<file path="config.mk">
export PLATFORM = sky130hd
export DESIGN_NAME = frame_sync_ctrl
export DESIGN_NICKNAME = d
export VERILOG_FILES = /design/src/rtl/frame_sync_pkg.sv /design/src/rtl/frame_sync_ctrl_det.sv /design/src/rtl/frame_sync_ctrl.sv
export SDC_FILE = /design/constraint.sdc
export NUM_CORES = 1
export LEC_CHECK = 0
export CAP_MARGIN = 20
export CELL_PAD_IN_SITES_DETAIL_PLACEMENT = 1
export CELL_PAD_IN_SITES_GLOBAL_PLACEMENT = 1
export CORE_MARGIN = 2
export CORE_UTILIZATION = 43
export DETAILED_ROUTE_END_ITERATION = 16
export PLACE_DENSITY = 0.8
export SKIP_CTS_REPAIR_TIMING = 1
export SYNTH_ARGS = -nofsm -noshare
export SYNTH_HDL_FRONTEND = slang
export SYNTH_SLANG_ARGS = --single-unit
</file>
<file path="constraint.sdc">
create_clock -name clk -period 2.1 [get_ports clk]
set_clock_uncertainty 0.2 [all_clocks]
set_input_delay 0.63 -clock clk [delete_from_list [all_inputs] [get_ports clk]]
set_output_delay 0.63 -clock clk [all_outputs]
set_load 0.01 [all_outputs]
</file>
<file path="src/rtl/frame_sync_pkg.sv">
// Shared definitions for the frame-synchronisation controller.
//   fs_state_t : controller FSM states (HUNT, VERIFY, LOCK)
//   SYNC_WORD  : 4-bit frame sync word 1010, sent after each payload
//   SYNC_LEN   : sync word length in bits
package frame_sync_pkg;

  typedef enum logic [1:0] {
    HUNT   = 2'd0,
    VERIFY = 2'd1,
    LOCK   = 2'd2
  } fs_state_t;

  localparam logic [3:0] SYNC_WORD = 4'b1010;
  localparam int         SYNC_LEN  = 4;

endpackage

</file>
<file path="src/rtl/frame_sync_ctrl_det.sv">
// Non-overlapping Mealy detector for the bit pattern 1010.
// Ports:
//   clk   : rising-edge clock
//   reset : synchronous active-high reset (returns to empty)
//   clr   : synchronous return to the empty state
//   en    : bit strobe; the detector only advances when en=1
//   x     : serial data bit
//   det   : combinational detect, high in the cycle the final 0 arrives with en=1
module sync_det_1010 (
  input  logic clk,
  input  logic reset,
  input  logic clr,
  input  logic en,
  input  logic x,
  output logic det
);

  typedef enum logic [1:0] {
    D_EMPTY = 2'd0,
    D_1     = 2'd1,
    D_10    = 2'd2,
    D_101   = 2'd3
  } det_state_t;

  det_state_t st_q, st_d;

  // detector state register; clear has priority over advancing
  always_ff @(posedge clk) begin
    if (reset) begin
      st_q <= D_EMPTY;
    end else if (clr) begin
      st_q <= D_EMPTY;
    end else begin
      st_q <= st_d;
    end
  end

  // next-state and Mealy detect output
  always_comb begin
    st_d = st_q;
    det  = 1'b0;
    if (en) begin
      case (st_q)
        D_EMPTY: st_d = x ? D_1 : D_EMPTY;
        D_1:     st_d = x ? D_1 : D_10;
        D_10:    st_d = x ? D_101 : D_EMPTY;
        D_101: begin
          if (x) begin
            // "1011": only the trailing 1 can start a new word
            st_d = D_1;
          end else begin
            // complete word: restart from empty (no overlap)
            det  = 1'b1;
            st_d = D_EMPTY;
          end
        end
        default: st_d = D_EMPTY;
      endcase
    end else begin
      st_d = st_q;
    end
  end

endmodule

</file>
<file path="src/rtl/frame_sync_ctrl.sv">
// Frame-synchronisation controller for frames [PAYLOAD_LEN payload][1010].
// Hunts for the sync word, verifies it at HIT_MIN consecutive frame
// positions, then delivers payload bits while locked; drops lock after
// MISS_MAX consecutive sync misses.
// Ports:
//   clk, reset   : clock, synchronous active-high reset
//   x, bit_en    : serial bit and its strobe (everything holds when bit_en=0)
//   dout         : registered payload bit (holds between valid bits)
//   dout_valid   : pulse, dout carries a locked payload bit
//   frame_start  : pulse, sync confirmed in LOCK
//   sync_err     : pulse, sync mismatch in LOCK
//   locked       : level, FSM is in LOCK
// Optional (macro FRAME_SYNC_STATS_EN):
//   frames_ok    : saturating count of frame_start pulses
//   lock_losses  : saturating count of LOCK->HUNT transitions
module frame_sync_ctrl
  import frame_sync_pkg::*;
#(
  parameter int PAYLOAD_LEN = 8,
  parameter int HIT_MIN     = 2,
  parameter int MISS_MAX    = 2
) (
  input  logic        clk,
  input  logic        reset,
  input  logic        x,
  input  logic        bit_en,
  output logic        dout,
  output logic        dout_valid,
  output logic        frame_start,
  output logic        sync_err,
  output logic        locked
`ifdef FRAME_SYNC_STATS_EN
  ,
  output logic [15:0] frames_ok,
  output logic [15:0] lock_losses
`endif
);

  localparam int FRAME_LEN = PAYLOAD_LEN + SYNC_LEN;
  localparam int IDX_W     = $clog2(FRAME_LEN);
  localparam int HIT_W     = $clog2(HIT_MIN + 1);
  localparam int MISS_W    = $clog2(MISS_MAX + 1);

  localparam logic [IDX_W-1:0]  IDX_LAST  = IDX_W'(FRAME_LEN - 1);
  localparam logic [IDX_W-1:0]  IDX_PAY   = IDX_W'(PAYLOAD_LEN);
  localparam logic [HIT_W-1:0]  HIT_LAST  = HIT_W'(HIT_MIN - 1);
  localparam logic [HIT_W-1:0]  HIT_FULL  = HIT_W'(HIT_MIN);
  localparam logic [MISS_W-1:0] MISS_LAST = MISS_W'(MISS_MAX - 1);

  fs_state_t              state_q, state_d;
  logic [IDX_W-1:0]       idx_q, idx_d;
  logic [HIT_W-1:0]       hits_q, hits_d;
  logic [MISS_W-1:0]      miss_q, miss_d;
  // Only the previous SYNC_LEN-1 bits are stored; the current bit
  // completes the 4-bit window, so a fourth stored bit is never read.
  logic [SYNC_LEN-2:0]    hist_q, hist_d;
  logic                   dout_q, dout_d;
  logic                   dout_valid_q, dout_valid_d;
  logic                   frame_start_q, frame_start_d;
  logic                   sync_err_q, sync_err_d;

  logic [SYNC_LEN-1:0]    win_s;
  logic                   sync_check_s;
  logic                   sync_ok_s;
  logic [IDX_W-1:0]       idx_next_s;
  logic                   det_s;

  assign win_s        = {hist_q, x};
  assign sync_check_s = (idx_q == IDX_LAST);
  assign sync_ok_s    = (win_s == SYNC_WORD);
  assign idx_next_s   = sync_check_s ? '0 : (idx_q + IDX_W'(1));

  // The shared detector is only meaningful while hunting; any other state
  // holds it cleared, so it is empty again whenever HUNT is re-entered.
  sync_det_1010 u_det (
    .clk   (clk),
    .reset (reset),
    .clr   (state_q != HUNT),
    .en    (bit_en),
    .x     (x),
    .det   (det_s)
  );

  // state and output registers
  always_ff @(posedge clk) begin
    if (reset) begin
      state_q       <= HUNT;
      idx_q         <= '0;
      hits_q        <= '0;
      miss_q        <= '0;
      hist_q        <= '0;
      dout_q        <= 1'b0;
      dout_valid_q  <= 1'b0;
      frame_start_q <= 1'b0;
      sync_err_q    <= 1'b0;
    end else begin
      state_q       <= state_d;
      idx_q         <= idx_d;
      hits_q        <= hits_d;
      miss_q        <= miss_d;
      hist_q        <= hist_d;
      dout_q        <= dout_d;
      dout_valid_q  <= dout_valid_d;
      frame_start_q <= frame_start_d;
      sync_err_q    <= sync_err_d;
    end
  end

  // next-state logic and pulse generation for one accepted bit
  always_comb begin
    state_d       = state_q;
    idx_d         = idx_q;
    hits_d        = hits_q;
    miss_d        = miss_q;
    hist_d        = hist_q;
    dout_d        = dout_q;
    dout_valid_d  = 1'b0;
    frame_start_d = 1'b0;
    sync_err_d    = 1'b0;
    if (bit_en) begin
      hist_d = win_s[SYNC_LEN-2:0];
      case (state_q)
        HUNT: begin
          idx_d = '0;
          if (det_s) begin
            hits_d  = HIT_W'(1);
            miss_d  = '0;
            state_d = (HIT_MIN == 1) ? LOCK : VERIFY;
          end else begin
            hits_d = '0;
          end
        end
        VERIFY: begin
          idx_d = idx_next_s;
          if (sync_check_s && sync_ok_s) begin
            if (hits_q >= HIT_LAST) begin
              hits_d  = HIT_FULL;
              miss_d  = '0;
              state_d = LOCK;
            end else begin
              hits_d = hits_q + HIT_W'(1);
            end
          end else if (sync_check_s) begin
            hits_d  = '0;
            idx_d   = '0;
            state_d = HUNT;
          end else begin
            hits_d = hits_q;
          end
        end
        LOCK: begin
          // idx free-runs through misses: no re-alignment while locked
          idx_d = idx_next_s;
          if (idx_q < IDX_PAY) begin
            dout_d       = x;
            dout_valid_d = 1'b1;
          end else if (sync_check_s && sync_ok_s) begin
            miss_d        = '0;
            frame_start_d = 1'b1;
          end else if (sync_check_s) begin
            sync_err_d = 1'b1;
            if (miss_q >= MISS_LAST) begin
              miss_d  = '0;
              hits_d  = '0;
              idx_d   = '0;
              state_d = HUNT;
            end else begin
              miss_d = miss_q + MISS_W'(1);
            end
          end else begin
            miss_d = miss_q;
          end
        end
        default: begin
          state_d = HUNT;
          idx_d   = '0;
        end
      endcase
    end else begin
      hist_d = hist_q;
    end
  end

  assign dout        = dout_q;
  assign dout_valid  = dout_valid_q;
  assign frame_start = frame_start_q;
  assign sync_err    = sync_err_q;
  assign locked      = (state_q == LOCK);

`ifdef FRAME_SYNC_STATS_EN
  logic [15:0] frames_ok_q;
  logic [15:0] lock_losses_q;

  // saturating statistics counters
  always_ff @(posedge clk) begin
    if (reset) begin
      frames_ok_q   <= 16'h0000;
      lock_losses_q <= 16'h0000;
    end else begin
      if (frame_start_d && (frames_ok_q != 16'hFFFF)) begin
        frames_ok_q <= frames_ok_q + 16'h0001;
      end
      if ((state_q == LOCK) && (state_d == HUNT) && (lock_losses_q != 16'hFFFF)) begin
        lock_losses_q <= lock_losses_q + 16'h0001;
      end
    end
  end

  assign frames_ok   = frames_ok_q;
  assign lock_losses = lock_losses_q;
`endif

endmodule

</file>
==> impl_metrics.py <==
metrics = {
    "drt": {
        "route.detailed.vias_per_inst": 5.53,
        "routedWlPerCell_um": 15.5,
        "dr_total_vias": 913,
        "wirelength_mm": 2.56,
        "post-route-drc-count": 0,
        "detail_route.first_pass.iterations": 4,
        "final_antenna_net_count": 0,
        "dr.first_iter.drc_count": 9,
    },
    "worst_setup_path": {
        "critical_path.cell_chain": "clkdlybuf4s50_1",
        "critical_path.reg2reg.endpoint": "idx_q[3]",
        "kind_of_cell_adding_the_most_delay_to_the_critical_path": "buffers and inverters",
        "largest_fanout_on_the_critical_path": 2,
        "critical-path-max-stage-delay_ns": 0.54,
        "endpoint_kind": "primary output",
        "critical_path_arrival_ns": 1.19,
        "bufs_and_invs_on_worst_path": 1,
        "timing.critical_path.required_ns": 1.27,
        "worstSetupPathType": "flop to primary output",
        "worst_path_max_delay_cell": "sky130_fd_sc_hd__clkdlybuf4s50_1",
        "rrSetupSlack_ns": 0.26,
        "worstRegToRegCells": 7,
        "critPathLaunchType": "flop",
        "worstReg2RegStart": "state_q[0]",
    },
    "clock_network": {
        "clk_pin_slew_ns": 0.12,
        "cts.path.max_buffers": 2,
        "cts-buffers-inserted": 3,
        "cts-htree-levels": 1,
        "sinks_on_the_clock_net": 19,
        "clk-insertion-delay-late_ns": 0.31,
        "cts-root-buf": "sky130_fd_sc_hd__clkbuf_4",
        "cts_tree": "built",
    },
    "grt": {
        "grt.met3_usage_pct": 3.89,
        "vias_in_the_first_global_route": 939,
        "grt_max_degree": 12,
        "grt_pass1_wl_mm": 4.32,
        "grt_antenna_before_repair": 0,
        "groute.layer.met2.usage_pct": 35.6,
        "grt.total_usage_pct": 20.9,
        "most_used_routing_layer_in_global_routing": "met2",
        "grt_overflow_total": 0,
        "met1_demand_to_capacity_share_in_global_routing_pct": 24.5,
    },
    "final_layout": {
        "area.growth.synth_to_final_pct": 20.8,
        "multi_input_comb_area_sq_um": 647,
        "n_fill_cell": 287,
        "final_util_pct": 53.4,
        "nNetsFinal": 149,
        "combined_flip_flop_and_latch_cell_area_sq_um": 382,
        "layout-drive-gt1-share_pct": 19.3,
        "antenna_cells": 0,
    },
    "min_path": {
        "hold_path_depth": 2,
        "min_to": "idx_q[2]",
        "holdCritStartpoint": "idx_q[2]",
        "worstHoldPathType": "flop to flop",
    },
    "timing": {
        "setup_slack_ns": 0.0756,
        "grt_setup_unrepaired": "false",
        "maxClockFrequency_ghz": 0.494,
        "final.setup.tns_ns": 0,
        "report.final.hold_viol_count": 0,
        "setup_viol": 0,
        "post-route-period-util_pct": 96.4,
        "maxSlewViolCount": 0,
        "worst_slew_pin_slew_ns": 0.446,
        "finalCriticalPeriod_ns": 2.02,
        "maxSlewHeadroom_pct": 69.9,
    },
    "logic_synthesis": {
        "synthFlopType": "sky130_fd_sc_hd__dfxtp_1",
        "synth_cells": 115,
        "synth_cell_type_count": 36,
        "synth_sequential_area_ratio_pct": 35.7,
        "syn_nets": 128,
        "synth_largest_type_area_fraction_pct": 35.7,
        "synth.cells.most_frequent": "sky130_fd_sc_hd__dfxtp_1 (19), sky130_fd_sc_hd__nor2_1 (14), sky130_fd_sc_hd__ha_1 (9)",
        "synth_seq_cells": 19,
        "synth.area.top_cells": "sky130_fd_sc_hd__dfxtp_1 (36%), sky130_fd_sc_hd__ha_1 (11%), sky130_fd_sc_hd__mux2i_1 (5.6%)",
        "post-synth-top-count-cell": "sky130_fd_sc_hd__dfxtp_1",
        "synth-warning-count": 0,
        "syn_area_sq_um": 1070,
        "netlist.top_cell.by_area": "sky130_fd_sc_hd__dfxtp_1",
        "synth-async-reset-ratio_pct": 0,
        "synth.avg_cell_area_sq_um": 9.27,
        "synth_enable_flop_cells": 0,
    },
    "place": {
        "port-buffer-count": 8,
        "globalplace.congestion": 0.781,
        "dp_hpwl_mm": 2.02,
        "pre_cts_ws_ns": -0.398,
    },
    "floorplan": {
        "boundaryPins": 9,
        "die_outline_width_um": 53.8,
        "initial_utilization_pct": 44.2,
        "die_h_um": 53.8,
        "rows": 18,
        "core_area_sq_um": 2410,
        "die_area_sq_um": 2890,
    },
    "power_and_ir_drop": {
        "cellPowerDensity_nw_per_um2": 497,
        "worst_ir_drop_vdd_uv": 381,
        "power.leakage_nw": 0.572,
    },
    "flow_run": {
        "drv_cap": 0,
    },
    "status": {
        "outcome": "complete, no violations",
    },
}
[worst max path at each step]
stage | startpoint | end | slack, ns | cells past startpoint
6_report | dout | dout | 0.08 | 1
5_1_grt | dout | dout | 0.02 | 1
4_1_cts | state_q[0] | locked | -0.24 | 3
3_5_place_dp | x | state_q[0] | -0.40 | 6
3_3_place_gp | x | miss_q[1] | -0.34 | 6
2_1_floorplan | x | miss_q[1] | 0.28 | 5
[registers in the layout (all words and copies together), names as in the netlist, 2 cells and up]
register,flops
hist_q,3
hits_q,2
idx_q,4
miss_q,2
state_q,2
u_det.st_q,2
[placed cells by master (no fill, tap or decap), types with 2 or more instances in the layout]
master | synthesis | final
sky130_fd_sc_hd__nor3_2 | 2 | 2
sky130_fd_sc_hd__dfxtp_1 | 19 | 18
sky130_fd_sc_hd__nand2b_1 | 3 | 3
sky130_fd_sc_hd__nor2_1 | 14 | 14
sky130_fd_sc_hd__and3b_1 | 2 | 2
sky130_fd_sc_hd__o21a_1 | 2 | 2
sky130_fd_sc_hd__nor3_1 | 3 | 3
sky130_fd_sc_hd__clkbuf_4 | 0 | 3
sky130_fd_sc_hd__a211oi_1 | 3 | 3
sky130_fd_sc_hd__mux2i_1 | 6 | 6
sky130_fd_sc_hd__clkdlybuf4s50_1 | 0 | 6
sky130_fd_sc_hd__dlymetal6s2s_1 | 0 | 2
sky130_fd_sc_hd__o31ai_1 | 2 | 2
sky130_fd_sc_hd__and3_1 | 2 | 2
sky130_fd_sc_hd__o21ai_0 | 4 | 4
sky130_fd_sc_hd__nand2_1 | 6 | 6
sky130_fd_sc_hd__inv_1 | 7 | 7
sky130_fd_sc_hd__a21oi_1 | 8 | 8
sky130_fd_sc_hd__ha_1 | 9 | 9
sky130_fd_sc_hd__nand3_1 | 2 | 2
sky130_fd_sc_hd__buf_4 | 0 | 11
sky130_fd_sc_hd__nand4b_1 | 2 | 2
[stage by stage]
stage | cells | hold WS (ns) | power, mW | area, sq um
floorplan | 115 | 0.241 | 0.422 | 1070
global placement | 161 | 0.252 | 0.448 | 1250
detailed placement | 161 | 0.278 | 0.453 | 1250
CTS | 165 | 0.299 | 0.653 | 1280
global route | 165 | 0.323 | 0.676 | 1290
finish | 165 | 0.296 | 0.640 | 1290
[power breakdown]
group	internal [mW]	switching, mW
Combinational	0.0335	0.0359
Clock	0.0713	0.124
Sequential	0.367	0.00781
[per-layer routing]
layer  share of wire (%)  wire length (um)  vias up
met3                 2.7                68        6
met5                   0                 0        -
li1                    -                 -      450
met1                  45              1160      441
met2                  49              1260       16
met4                 2.6                66        0
[area by class of cell]
type	count	share of cell area [%]
Inverter	7	2.04
Sequential cell	19	29.6
Timing Repair Buffer	19	13.0
Clock buffer	3	1.75
Clock inverter	1	0.389
Multi-Input combinational cell	86	50.2
Tap cell	30	2.92
[kinds of logic after synthesis]
group | share of synthesized area (%)
and+or+nand+nor | 27.0
muxes | 6.69
adders and majority gates | 10.6
AOI/OAI and AO/OA | 16.4
buffers and inverters | 3.64
DFF | 35.7
(Power assumes the default switching activity.)
